$ cat src/rtl/compare_seq.sv
// Sequential magnitude comparator: walks WIDTH-bit operands one CHUNK-bit slice
// per clock, MSB slice first, and stops on the first differing slice.
module compare_seq #(
    parameter int WIDTH = 16,
    parameter int CHUNK = 4
) (
    input  logic             clk,
    input  logic             rst_n,
    input  logic             start,
    input  logic             signed_mode,
    input  logic [WIDTH-1:0] DataA,
    input  logic [WIDTH-1:0] DataB,
    output logic             busy,
    output logic             done,
    output logic             QAGB,
    output logic             QASB,
    output logic             QAEB
);

    localparam int N     = WIDTH / CHUNK;
    localparam int IDX_W = (N > 1) ? $clog2(N) : 1;
    localparam int SH_W  = $clog2(WIDTH) + 1;

    localparam logic [IDX_W-1:0] LAST_IDX = IDX_W'(N - 1);
    localparam logic [WIDTH-1:0] MSB_MASK = WIDTH'(1) << (WIDTH - 1);

    localparam logic [0:0] S_IDLE = 1'b0;
    localparam logic [0:0] S_CMP  = 1'b1;

    logic [0:0]       r_state;
    logic [IDX_W-1:0] r_idx;
    logic [WIDTH-1:0] r_a;
    logic [WIDTH-1:0] r_b;
    logic             r_busy;
    logic             r_done;
    logic             r_agb;
    logic             r_asb;
    logic             r_aeb;

    logic [SH_W-1:0]  w_shamt;
    logic [CHUNK-1:0] w_slice_a;
    logic [CHUNK-1:0] w_slice_b;
    logic             w_differ;
    logic             w_a_gt;

    // Shift the current slice up to the top, then bring it down to bit 0.
    assign w_shamt   = SH_W'(r_idx) * SH_W'(CHUNK);
    assign w_slice_a = CHUNK'((r_a << w_shamt) >> (WIDTH - CHUNK));
    assign w_slice_b = CHUNK'((r_b << w_shamt) >> (WIDTH - CHUNK));
    assign w_differ  = (w_slice_a != w_slice_b);
    assign w_a_gt    = (w_slice_a > w_slice_b);

    // Control FSM, operand latches and result flags.
    always_ff @(posedge clk or negedge rst_n) begin
        if (!rst_n) begin
            r_state <= S_IDLE;
            r_idx   <= '0;
            r_a     <= '0;
            r_b     <= '0;
            r_busy  <= 1'b0;
            r_done  <= 1'b0;
            r_agb   <= 1'b0;
            r_asb   <= 1'b0;
            r_aeb   <= 1'b0;
        end else begin
            case (r_state)
                S_IDLE: begin
                    r_done <= 1'b0;
                    if (start) begin
                        // Offset-binary: flipping both MSBs turns signed order into unsigned order.
                        r_a     <= signed_mode ? (DataA ^ MSB_MASK) : DataA;
                        r_b     <= signed_mode ? (DataB ^ MSB_MASK) : DataB;
                        r_idx   <= '0;
                        r_busy  <= 1'b1;
                        r_agb   <= 1'b0;
                        r_asb   <= 1'b0;
                        r_aeb   <= 1'b0;
                        r_state <= S_CMP;
                    end else begin
                        r_state <= S_IDLE;
                    end
                end
                S_CMP: begin
                    if (w_differ) begin
                        r_agb   <= w_a_gt;
                        r_asb   <= ~w_a_gt;
                        r_done  <= 1'b1;
                        r_busy  <= 1'b0;
                        r_state <= S_IDLE;
                    end else if (r_idx == LAST_IDX) begin
                        r_aeb   <= 1'b1;
                        r_done  <= 1'b1;
                        r_busy  <= 1'b0;
                        r_state <= S_IDLE;
                    end else begin
                        r_idx   <= r_idx + IDX_W'(1);
                    end
                end
                default: begin
                    r_state <= S_IDLE;
                    r_idx   <= '0;
                    r_busy  <= 1'b0;
                    r_done  <= 1'b0;
                end
            endcase
        end
    end

    assign busy = r_busy;
    assign done = r_done;
    assign QAGB = r_agb;
    assign QASB = r_asb;
    assign QAEB = r_aeb;

endmodule

$ cat config.mk
export PLATFORM = sky130hd
export DESIGN_NAME = compare_seq
export DESIGN_NICKNAME = d
export VERILOG_FILES = /design/src/rtl/compare_seq.sv
export SDC_FILE = /design/constraint.sdc
export NUM_CORES = 1
export LEC_CHECK = 0
export ABC_CLOCK_PERIOD_IN_PS = 2400
export CAP_MARGIN = 20
export CORE_MARGIN = 8
export CORE_UTILIZATION = 40
export CTS_CLUSTER_DIAMETER = 60
export CTS_CLUSTER_SIZE = 25
export DETAILED_ROUTE_END_ITERATION = 16
export SLEW_MARGIN = 20
export SYNTH_ARGS = -nofsm -noshare
export SYNTH_HDL_FRONTEND = slang
export SYNTH_SLANG_ARGS = --single-unit
$ cat constraint.sdc
create_clock -name clk -period 2.4 [get_ports clk]
set_input_delay 0.72 -clock clk [delete_from_list [all_inputs] [get_ports clk]]
set_output_delay 0.72 -clock clk [all_outputs]
set_load 0.02 [all_outputs]
==> impl_metrics.json, run 1 <==
{
  "status": "complete, no violations",
  "drtAntennaViolNets": 0,
  "powerDensity_nw_per_um2": 1050,
  "synth_cell_type_count": 32,
  "cts.sinks": 40,
  "layout-drive-gt1-share": 0.343,
  "gp_congestion": 0.783,
  "dr_total_vias": 1201,
  "port_buffers": 40,
  "diodes": 0,
  "multiInputGateArea_um2": 933,
  "die_x_um": 86.7,
  "core_um2": 4790,
  "syn_inst": 130,
  "grt_usage": 0.113,
  "netlist_top_cells_count": "40 x dfrtp_1, 25 x mux2_4, 8 x mux4_2",
  "dp_hpwl_mm": 2.97,
  "grt_pass1_wl_mm": 6.53,
  "tns_ns": 0,
  "antenna_found_initial": 0,
  "yosys-top-cells-area": "dfrtp_1 50%, mux2_4 19%, mux4_2 9.0%",
  "dp_cells": 236,
  "min_path_type": "in -> async",
  "power.share.sequential": 0.395,
  "setup_violations": 0,
  "synth_edf_count": 0,
  "switchingPower_uw": 816,
  "clk_latency_ns": 0.28,
  "fp-row-count": 25,
  "critPathCaptureType": "register",
  "nets": 218,
  "period_needed_ns": 2.24,
  "area_delta_synth_final_pct": 32.2,
  "cts_buffers": 5,
  "ys_seq_area_frac": 0.500,
  "power_switching_share": 0.293,
  "synth_top_cell_by_area": "dfrtp_1",
  "via_per_inst": 4.90,
  "drc": 0,
  "tightest_slew_ns": 0.505,
  "initial_utilization": 0.418,
  "cts_root_buf": "clkbuf_8",
  "path_clk_slew_ns": 0.08,
  "clock_power_share": 0.214,
  "irDropWorstVdd_uv": 528,
  "cts_tree": "built",
  "crit_arrival_ns": 2.42,
  "nFillCells": 399,
  "stdcell_count": 245,
  "drt-initial-drc-count": 61,
  "min_period_over_period": 0.933,
  "clock_path_buffers": 2,
  "fin_skew_ns": 0.00426,
  "yosysTopAreaCellShare": 0.500,
  "syn_nets": 171,
  "cts_htree_levels": 2,
  "ys.flop_type": "dfrtp_1",
  "timing.slew.headroom": 0.663,
  "ys_ff_latch": 40,
  "ys_warn_count": 0,
  "seqCellArea_um2": 1000,
  "maxSlewViolCount": 0,
  "die_area_um2": 7520,
  "cp-start-kind": "register",
  "synth.most_common_cell": "dfrtp_1",
  "synth_area_per_cell_um2": 15.4,
  "holdBufCountCts": 0,
  "grt_max_degree": 41,
  "cp_max_fo": 11,
  "p_comb_frac": 0.391,
  "fmax_ghz": 0.446,
  "drv_cap": 0,
  "rsz0062_at_grt": "no",
  "grt-ovfl-total": 0,
  "first_global_vias": 1339,
  "netlist_area_um2": 2000,
  "drt_first_pass_iters": 4,
  "synthArstFlopShare": 1.00,
  "internal_power_uw": 1960,
  "hold_viol": 0,
  "routedWlPerCell_um": 15.7,
  "drt-total-wl_mm": 3.86,
  "die_y_um": 86.7,
  "cp.required_ns": 2.58,
  "ios": 41,
  "path_class": "reg -> reg",
  "leakagePower_uw": 0.00115
}
-- critical path, cell delays in order (launching register included) --
cell,delay [ns]
dfrtp_1,0.62
mux4_2,0.38
ha_1,0.32
nand2b_4,0.16
a2111oi_4,0.36
a21oi_2,0.07
a22o_1,0.22
-- layout make-up --
| class | count | share of cell area |
|---|---|---|
| inverters | 6 | 0.00851 |
| flip-flops and latches | 40 | 0.379 |
| repair buffers | 46 | 0.181 |
| clock buffers | 7 | 0.0364 |
| clock inverters | 1 | 0.0113 |
| well taps | 67 | 0.0317 |
| multi-input cells | 78 | 0.353 |
-- flip-flops by register name, summed over array words and instances, names as in the netlist --
name	flops
QAGB	1
QASB	1
done	1
r_b	16
QAEB	1
busy	1
r_a	16
r_state	1
r_idx	2
-- placed cells by master, fill, tap and decap left out, drive strengths merged --
| master | n |
|---|---|
| a2111oi | 1 |
| a21o | 2 |
| a21oi | 6 |
| a22o | 1 |
| a31oi | 1 |
| and4 | 1 |
| buf | 7 |
| bufinv | 1 |
| clkbuf | 7 |
| clkdlybuf4s50 | 39 |
| dfrtp | 40 |
| ha | 5 |
| inv | 6 |
| mux2 | 30 |
| mux4 | 8 |
| nand2 | 4 |
| nand2b | 1 |
| nand3 | 1 |
| nand4 | 1 |
| nor2 | 7 |
| nor3b | 1 |
| o211ai | 1 |
| o21a | 1 |
| o21ai | 2 |
| o31a | 1 |
| xnor2 | 2 |
| xor2 | 1 |
-- stage by stage --
step,util,worst slack (ns),power [uW],hold slack [ns],cell area [um^2]
6_report,0.553,0.160,2780,0.384,2650
5_1_grt,0.553,0.00641,2940,0.378,2650
4_1_cts,0.550,0.0165,2800,0.390,2630
3_5_place_dp,0.524,0.0411,2200,0.494,2510
3_3_place_gp,0.524,0.110,2180,0.497,2510
2_1_floorplan,-,0.206,1890,0.424,2000
-- final timing paths --
kind	start	endpoint	slack [ns]	cells past startpoint
worst max-delay path	r_idx[1]$_DFFE_PN0P_	QAGB$_DFFE_PN0P_	0.16	6
worst min-delay path	rst_n	r_b[1]$_DFFE_PN0P_	0.38	2
worst max register to register	r_idx[1]$_DFFE_PN0P_	QAGB$_DFFE_PN0P_	0.16	6
worst min register to register	r_b[8]$_DFFE_PN0P_	r_b[8]$_DFFE_PN0P_	0.51	1
max in group asynchronous	rst_n	r_idx[0]$_DFFE_PN0P_	1.81	2
min in group clk	r_b[8]$_DFFE_PN0P_	r_b[8]$_DFFE_PN0P_	0.51	1
-- timing repair --
action | CTS | global route
setup endpoints to repair | 0 | 3
resized for setup | 0 | 2
setup buffers | 0 | 1
-- layer usage --
layer  wire length, um  global-route usage  share of wire
met5                 0                   0              0
met4                51              0.0282          0.013
met3               171              0.0444          0.044
met2              1930               0.172           0.50
met1              1700               0.145           0.44
-- power groups by stage --
stage,Sequential [uW],Combinational [uW],Clock [uW]
2_1_floorplan,1070,824,0
3_3_place_gp,1110,1070,0
3_5_place_dp,1110,1090,0
4_1_cts,1100,1090,606
5_1_grt,1130,1180,636
6_report,1100,1090,594
-- cell families after synthesis --
family / Yosys count / share of synthesized area
flip-flops: 40 / 0.500
multiplexers: 38 / 0.306
adder cells (fa/ha/maj): 5 / 0.0313
AO/OA/AOI/OAI: 16 / 0.0625
XOR/XNOR: 3 / 0.0131
buffers and inverters: 12 / 0.0362
AND/OR/NAND/NOR: 16 / 0.0513
Note: power is estimated with default switching activity, not from simulation.
==> run 2, diff against run 1 <==
--- a/config.mk
+++ b/config.mk
@@ -8,10 +8,11 @@
 export ABC_CLOCK_PERIOD_IN_PS = 2400
 export CAP_MARGIN = 20
 export CORE_MARGIN = 8
-export CORE_UTILIZATION = 40
+export CORE_UTILIZATION = 51
 export CTS_CLUSTER_DIAMETER = 60
 export CTS_CLUSTER_SIZE = 25
 export DETAILED_ROUTE_END_ITERATION = 16
+export PLACE_DENSITY = 0.79
 export SLEW_MARGIN = 20
 export SYNTH_ARGS = -nofsm -noshare
 export SYNTH_HDL_FRONTEND = slang
==> run 2 against run 1 <==
  * Register-to-register slack got worse by 0.04 ns
  * First-iteration DRC count decreased by 23%
  * Critical path depth unchanged
  * Total power increased by 0.80%
  * Sequential share of layout area increased by 0.64 points
  * Final cell count decreased by 8.6%
  * Largest cell class unchanged
  * Highest routed layer unchanged
==> impl_metrics.json, run 2 (same netlist as run 1, synthesis figures left out) <==
{
  "status": "complete, no violations",
  "switchingPower_uw": 838,
  "path_delay_family": "flip-flops",
  "grt-ovfl-total": 0,
  "layout-drive-gt1-share": 0.335,
  "critPathCaptureType": "register",
  "min_period_over_period": 0.950,
  "port_buffers": 40,
  "dr_total_vias": 1195,
  "first_global_vias": 1363,
  "irDropWorstVdd_uv": 528,
  "grt_usage": 0.137,
  "grt_pass1_wl_mm": 6.70,
  "gp_congestion": 0.793,
  "min_to": "r_b[12]$_DFFE_PN0P_",
  "worstPathCellList": "mux4_2 -> ha_1 -> nand2b_4 -> a2111oi_4 -> a21oi_2 -> a22o_1",
  "cp_slowest_cell": "dfrtp_1",
  "power.share.sequential": 0.394,
  "path_class": "reg -> reg",
  "cts_htree_levels": 2,
  "internal_power_uw": 1960,
  "die_x_um": 78.7,
  "maxSlewViolCount": 0,
  "p_comb_frac": 0.392,
  "diodes": 0,
  "crit_buf_inv": 0,
  "hold_viol": 0,
  "clock_path_buffers": 2,
  "nets": 216,
  "die_y_um": 78.7,
  "grt_max_degree": 41,
  "postCtsSetupBuffers": 0,
  "cts_root_buf": "clkbuf_8",
  "hold_depth": 1,
  "cts_tree": "built",
  "crit_arrival_ns": 2.47,
  "die_area_um2": 6190,
  "area_delta_synth_final_pct": 30.0,
  "drt_first_pass_iters": 4,
  "clk_latency_ns": 0.29,
  "drc": 0,
  "worst_hold_startpoint": "r_b[12]$_DFFE_PN0P_",
  "cp_max_fo": 11,
  "utilization": 0.700,
  "cts.sinks": 40,
  "rrSetupSlack_ns": 0.12,
  "min_path_type": "reg -> reg",
  "clock_power_share": 0.214,
  "power_switching_share": 0.299,
  "r2r-end": "QAGB$_DFFE_PN0P_",
  "initial_utilization": 0.539,
  "core_um2": 3720,
  "tns_ns": 0,
  "setup_violations": 0,
  "worst_slack_ns": 0.120,
  "fmax_ghz": 0.439,
  "drtAntennaViolNets": 0,
  "dp_hpwl_mm": 2.89,
  "antenna_found_initial": 0,
  "cp.required_ns": 2.59,
  "dpl_worst_slack_ns": 0.0812,
  "slowest_delay_ns": 0.67,
  "tightest_slew_ns": 0.878,
  "period_needed_ns": 2.28,
  "ios": 41,
  "reg_top3": "r_a x16, r_b x16, r_idx x2",
  "hold_slack_ns": 0.515,
  "leakagePower_uw": 0.00114,
  "cp-start-kind": "register",
  "drt-initial-drc-count": 47,
  "routedWlPerCell_um": 17.9,
  "fp-row-count": 22,
  "powerDensity_nw_per_um2": 1080,
  "path_clk_slew_ns": 0.08,
  "rsz0062_at_grt": "no",
  "fin_skew_ns": 0.00621,
  "drt-total-wl_mm": 4.02,
  "rr_startpoint": "r_idx[1]$_DFFE_PN0P_",
  "worstRegToRegCells": 6,
  "via_per_inst": 5.33,
  "drv_cap": 0,
  "cts_buffers": 5,
  "timing.slew.headroom": 0.414,
  "mostFrequentLayoutCells": "39 x dfrtp_1, 39 x clkdlybuf4s50_1, 25 x mux2_4"
}
==> run 2: cell count changes in the layout (fill, tap and decap cells not counted) <==
cell,change
buf_4,-2
nor2_2,+1
nor2_4,-1
==> run 2: stage by stage <==
stage	power, uW	instance area [um^2]	instances
floorplan	1890	2000	130
global placement	2160	2470	216
detailed placement	2200	2470	216
CTS	2820	2600	224
global route	2950	2600	224
finish	2800	2600	224
==> run 2: how the worst max path moves through the flow <==
stage	cells past startpoint	startpoint	to	slack, ns
6_report	6	r_idx[1]$_DFFE_PN0P_	QAGB$_DFFE_PN0P_	0.12
3_5_place_dp	7	r_idx[0]$_DFFE_PN0P_	QAGB$_DFFE_PN0P_	0.08
5_1_grt	8	r_idx[0]$_DFFE_PN0P_	QAGB$_DFFE_PN0P_	0.05
4_1_cts	7	r_idx[0]$_DFFE_PN0P_	QAGB$_DFFE_PN0P_	0.06
3_3_place_gp	8	r_idx[0]$_DFFE_PN0P_	QAGB$_DFFE_PN0P_	0.14
2_1_floorplan	7	r_idx[0]$_DFFE_PN0P_	QAGB$_DFFE_PN0P_	0.21
==> run 2: repair_timing <==
| item | 4_1_cts | 5_1_grt |
|---|---|---|
| setup endpoints to repair | 0 | 1 |
| resized for setup | 0 | 1 |
| hold buffers | 0 | 0 |
==> run 2: final cells by class <==
type                       instances  area (um^2)
multi-input combinational         78          928
inverter                           6         22.5
clock buffer                       7         96.3
fill                             264         1110
clock inverter                     1         30.0
timing repair buffer              44          463
sequential                        40         1000
tap                               48         60.1
==> run 2: metal layers <==
metal	up-vias	track usage	part of all wire
li1	557	-	-
met1	603	0.159	0.43
met2	27	0.226	0.49
met3	8	0.0501	0.060
met4	0	0.0481	0.012
met5	-	0	0
==> run 2: power groups by stage <==
stage | Sequential, uW | Combinational (uW) | Clock (uW)
2_1_floorplan | 1070 | 824 | 0
3_3_place_gp | 1100 | 1060 | 0
3_5_place_dp | 1110 | 1090 | 0
4_1_cts | 1100 | 1110 | 613
5_1_grt | 1130 | 1190 | 639
6_report | 1100 | 1100 | 599
==> run 2: worst register-to-register path, stage by stage (launching register included) <==
cell       delay [ns]
dfrtp_1          0.67
mux4_2           0.40
ha_1             0.31
nand2b_4         0.16
a2111oi_4        0.36
a21oi_2          0.07
a22o_1           0.21
==> run 3, diff against run 2 <==
--- a/config.mk
+++ b/config.mk
@@ -7,7 +7,6 @@
 export LEC_CHECK = 0
 export ABC_CLOCK_PERIOD_IN_PS = 2400
 export CAP_MARGIN = 20
-export CORE_MARGIN = 8
 export CORE_UTILIZATION = 51
 export CTS_CLUSTER_DIAMETER = 60
 export CTS_CLUSTER_SIZE = 25
==> run 3 against run 2 <==
  * Clock power shrank 31%
  * Sequential cell count is the same
  * Clock skew shrank 0.00090 ns
  * Utilization shrank 1.9 points
  * Total power shrank 7.7%
  * First-iteration DRC count grew to 3.0 times the previous value
  * Combinational power is essentially flat
  * Count of clock-buffer cells in the layout shrank 1
  * Hold slack lost 0.0016 ns
  * Maximum frequency shrank 0.58%
  * Critical path depth grew 1
==> impl_metrics.json, run 3 (same netlist as run 1, synthesis figures left out) <==
{
  "mostFrequentLayoutCells": "40 x dfrtp_1, 39 x clkdlybuf4s50_1, 25 x mux2_4",
  "fin_skew_ns": 0.00531,
  "status": "complete, no violations",
  "r2r-end": "r_idx[0]$_DFFE_PN0P_",
  "cts.sinks": 40,
  "powerDensity_nw_per_um2": 1020,
  "worstPathCellList": "buf_12 -> mux4_2 -> ha_1 -> nand4_1 -> nor2_2 -> xor2_1 -> a21o_1",
  "critPathCaptureType": "register",
  "grt_max_degree": 41,
  "drt_first_pass_iters": 4,
  "slowest_delay_ns": 0.51,
  "rsz0062_at_grt": "no",
  "holdBufCountCts": 0,
  "cp-endpoint": "r_idx[0]$_DFFE_PN0P_",
  "p_comb_frac": 0.420,
  "nFillCells": 284,
  "area_delta_synth_final_pct": 26.5,
  "fmax_ghz": 0.436,
  "min_path_type": "reg -> reg",
  "drc": 0,
  "via_per_inst": 5.23,
  "tightest_slew_ns": 0.870,
  "reg_top3": "r_a x16, r_b x16, r_idx x2",
  "cts_htree_levels": 2,
  "drv_cap": 0,
  "route.met2.wl_mm": 1.73,
  "clock_path_buffers": 2,
  "startpoint": "r_idx[0]$_DFFE_PN0P_",
  "cts_root_buf": "clkbuf_8",
  "top_layer": "met4",
  "cts_buffers": 5,
  "hold_viol": 0,
  "crit_arrival_ns": 2.47,
  "setup_violations": 0,
  "gp_congestion": 0.733,
  "cp.required_ns": 2.57,
  "port_buffers": 40,
  "grt_usage": 0.194,
  "diodes": 0,
  "die_area_um2": 4180,
  "initial_utilization": 0.539,
  "path_clk_slew_ns": 0.07,
  "switchingPower_uw": 804,
  "seqCellArea_um2": 1000,
  "rrSetupSlack_ns": 0.11,
  "layout-drive-gt1-share": 0.316,
  "layout_commonest_cell": "dfrtp_1",
  "power.share.sequential": 0.421,
  "cp_max_fo": 11,
  "irDropWorstVdd_uv": 545,
  "grt_pass1_wl_mm": 6.00,
  "post_cts_resized": 0,
  "maxSlewViolCount": 0,
  "nets": 215,
  "timing.slew.headroom": 0.420,
  "utilization": 0.681,
  "multiInputGateArea_um2": 928,
  "rr_startpoint": "r_idx[0]$_DFFE_PN0P_",
  "path_class": "reg -> reg",
  "worst_hold_startpoint": "r_b[14]$_DFFE_PN0P_",
  "dr_total_vias": 1162,
  "routedWlPerCell_um": 15.9,
  "grt-ovfl-total": 0,
  "power_switching_share": 0.311,
  "core_um2": 3720,
  "die_y_um": 64.7,
  "clk_latency_ns": 0.29,
  "ios": 41,
  "drt-total-wl_mm": 3.52,
  "drt-met1-wl_mm": 1.60,
  "fp-row-count": 22,
  "antenna_found_initial": 0,
  "clock_power_share": 0.160,
  "hold_slack_ns": 0.514,
  "tns_ns": 0,
  "cp_slowest_cell": "mux4_2",
  "cts_tree": "built",
  "worstRegToRegCells": 7,
  "internal_power_uw": 1780,
  "period_needed_ns": 2.29,
  "dp_hpwl_mm": 2.64,
  "cp-start-kind": "register",
  "first_global_vias": 1287,
  "drtAntennaViolNets": 0,
  "met3_length_um": 148,
  "postCtsSetupBuffers": 0,
  "die_x_um": 64.7,
  "min_period_over_period": 0.956,
  "leakagePower_uw": 0.00111,
  "drt-initial-drc-count": 140
}
[run 3: worst min-delay path by stage]
stage	end	cells after the start	slack, ns
6_report	r_b[14]$_DFFE_PN0P_	1	0.51
5_1_grt	r_b[14]$_DFFE_PN0P_	1	0.52
4_1_cts	r_b[14]$_DFFE_PN0P_	1	0.51
3_5_place_dp	r_a[5]$_DFFE_PN0P_	1	0.49
3_3_place_gp	done$_DFFE_PN0P_	1	0.49
2_1_floorplan	QAEB$_DFFE_PN0P_	0	0.42
[run 3: power by group through the flow]
stage | sequential (uW) | clock, uW | combinational (uW)
finish | 1090 | 413 | 1080
detailed placement | 1100 | 0 | 1090
CTS | 1090 | 427 | 1100
global route | 1110 | 448 | 1170
floorplan | 1070 | 0 | 824
global placement | 1090 | 0 | 1050
[run 3: critical path, delay by kind of cell, from the launching register on]
kind	cells	cell delay, ns
and+or+nand+nor	2	0.43
buffers and inverters	1	0.16
AOI/OAI and AO/OA	1	0.20
DFF	1	0.38
xor gates and xnor gates	1	0.11
adders and majority gates	1	0.39
muxes	1	0.51
[run 3: area by class of cell]
class / count / area share
flip-flops and latches: 40 / 0.395
multi-input cells: 78 / 0.367
repair buffers: 43 / 0.175
clock buffers: 6 / 0.0287
well taps: 48 / 0.0237
inverters: 6 / 0.00889
clock inverters: 1 / 0.00198
[run 3: per-stage QoR]
stage | power [uW] | cell area [um^2] | setup slack (ns) | std cells
final | 2580 | 2530 | 0.107 | 222
after global routing | 2740 | 2530 | 0.00429 | 222
after CTS | 2610 | 2530 | 0.104 | 222
after detailed placement | 2190 | 2450 | 0.115 | 215
after global placement | 2140 | 2450 | 0.198 | 215
after floorplan | 1890 | 2000 | 0.206 | 130
[run 3: metal layers]
layer | vias to the layer above | track usage
met5 | - | 0
met4 | 0 | 0.0611
met3 | 5 | 0.0493
met2 | 33 | 0.325
met1 | 566 | 0.247
li1 | 558 | -
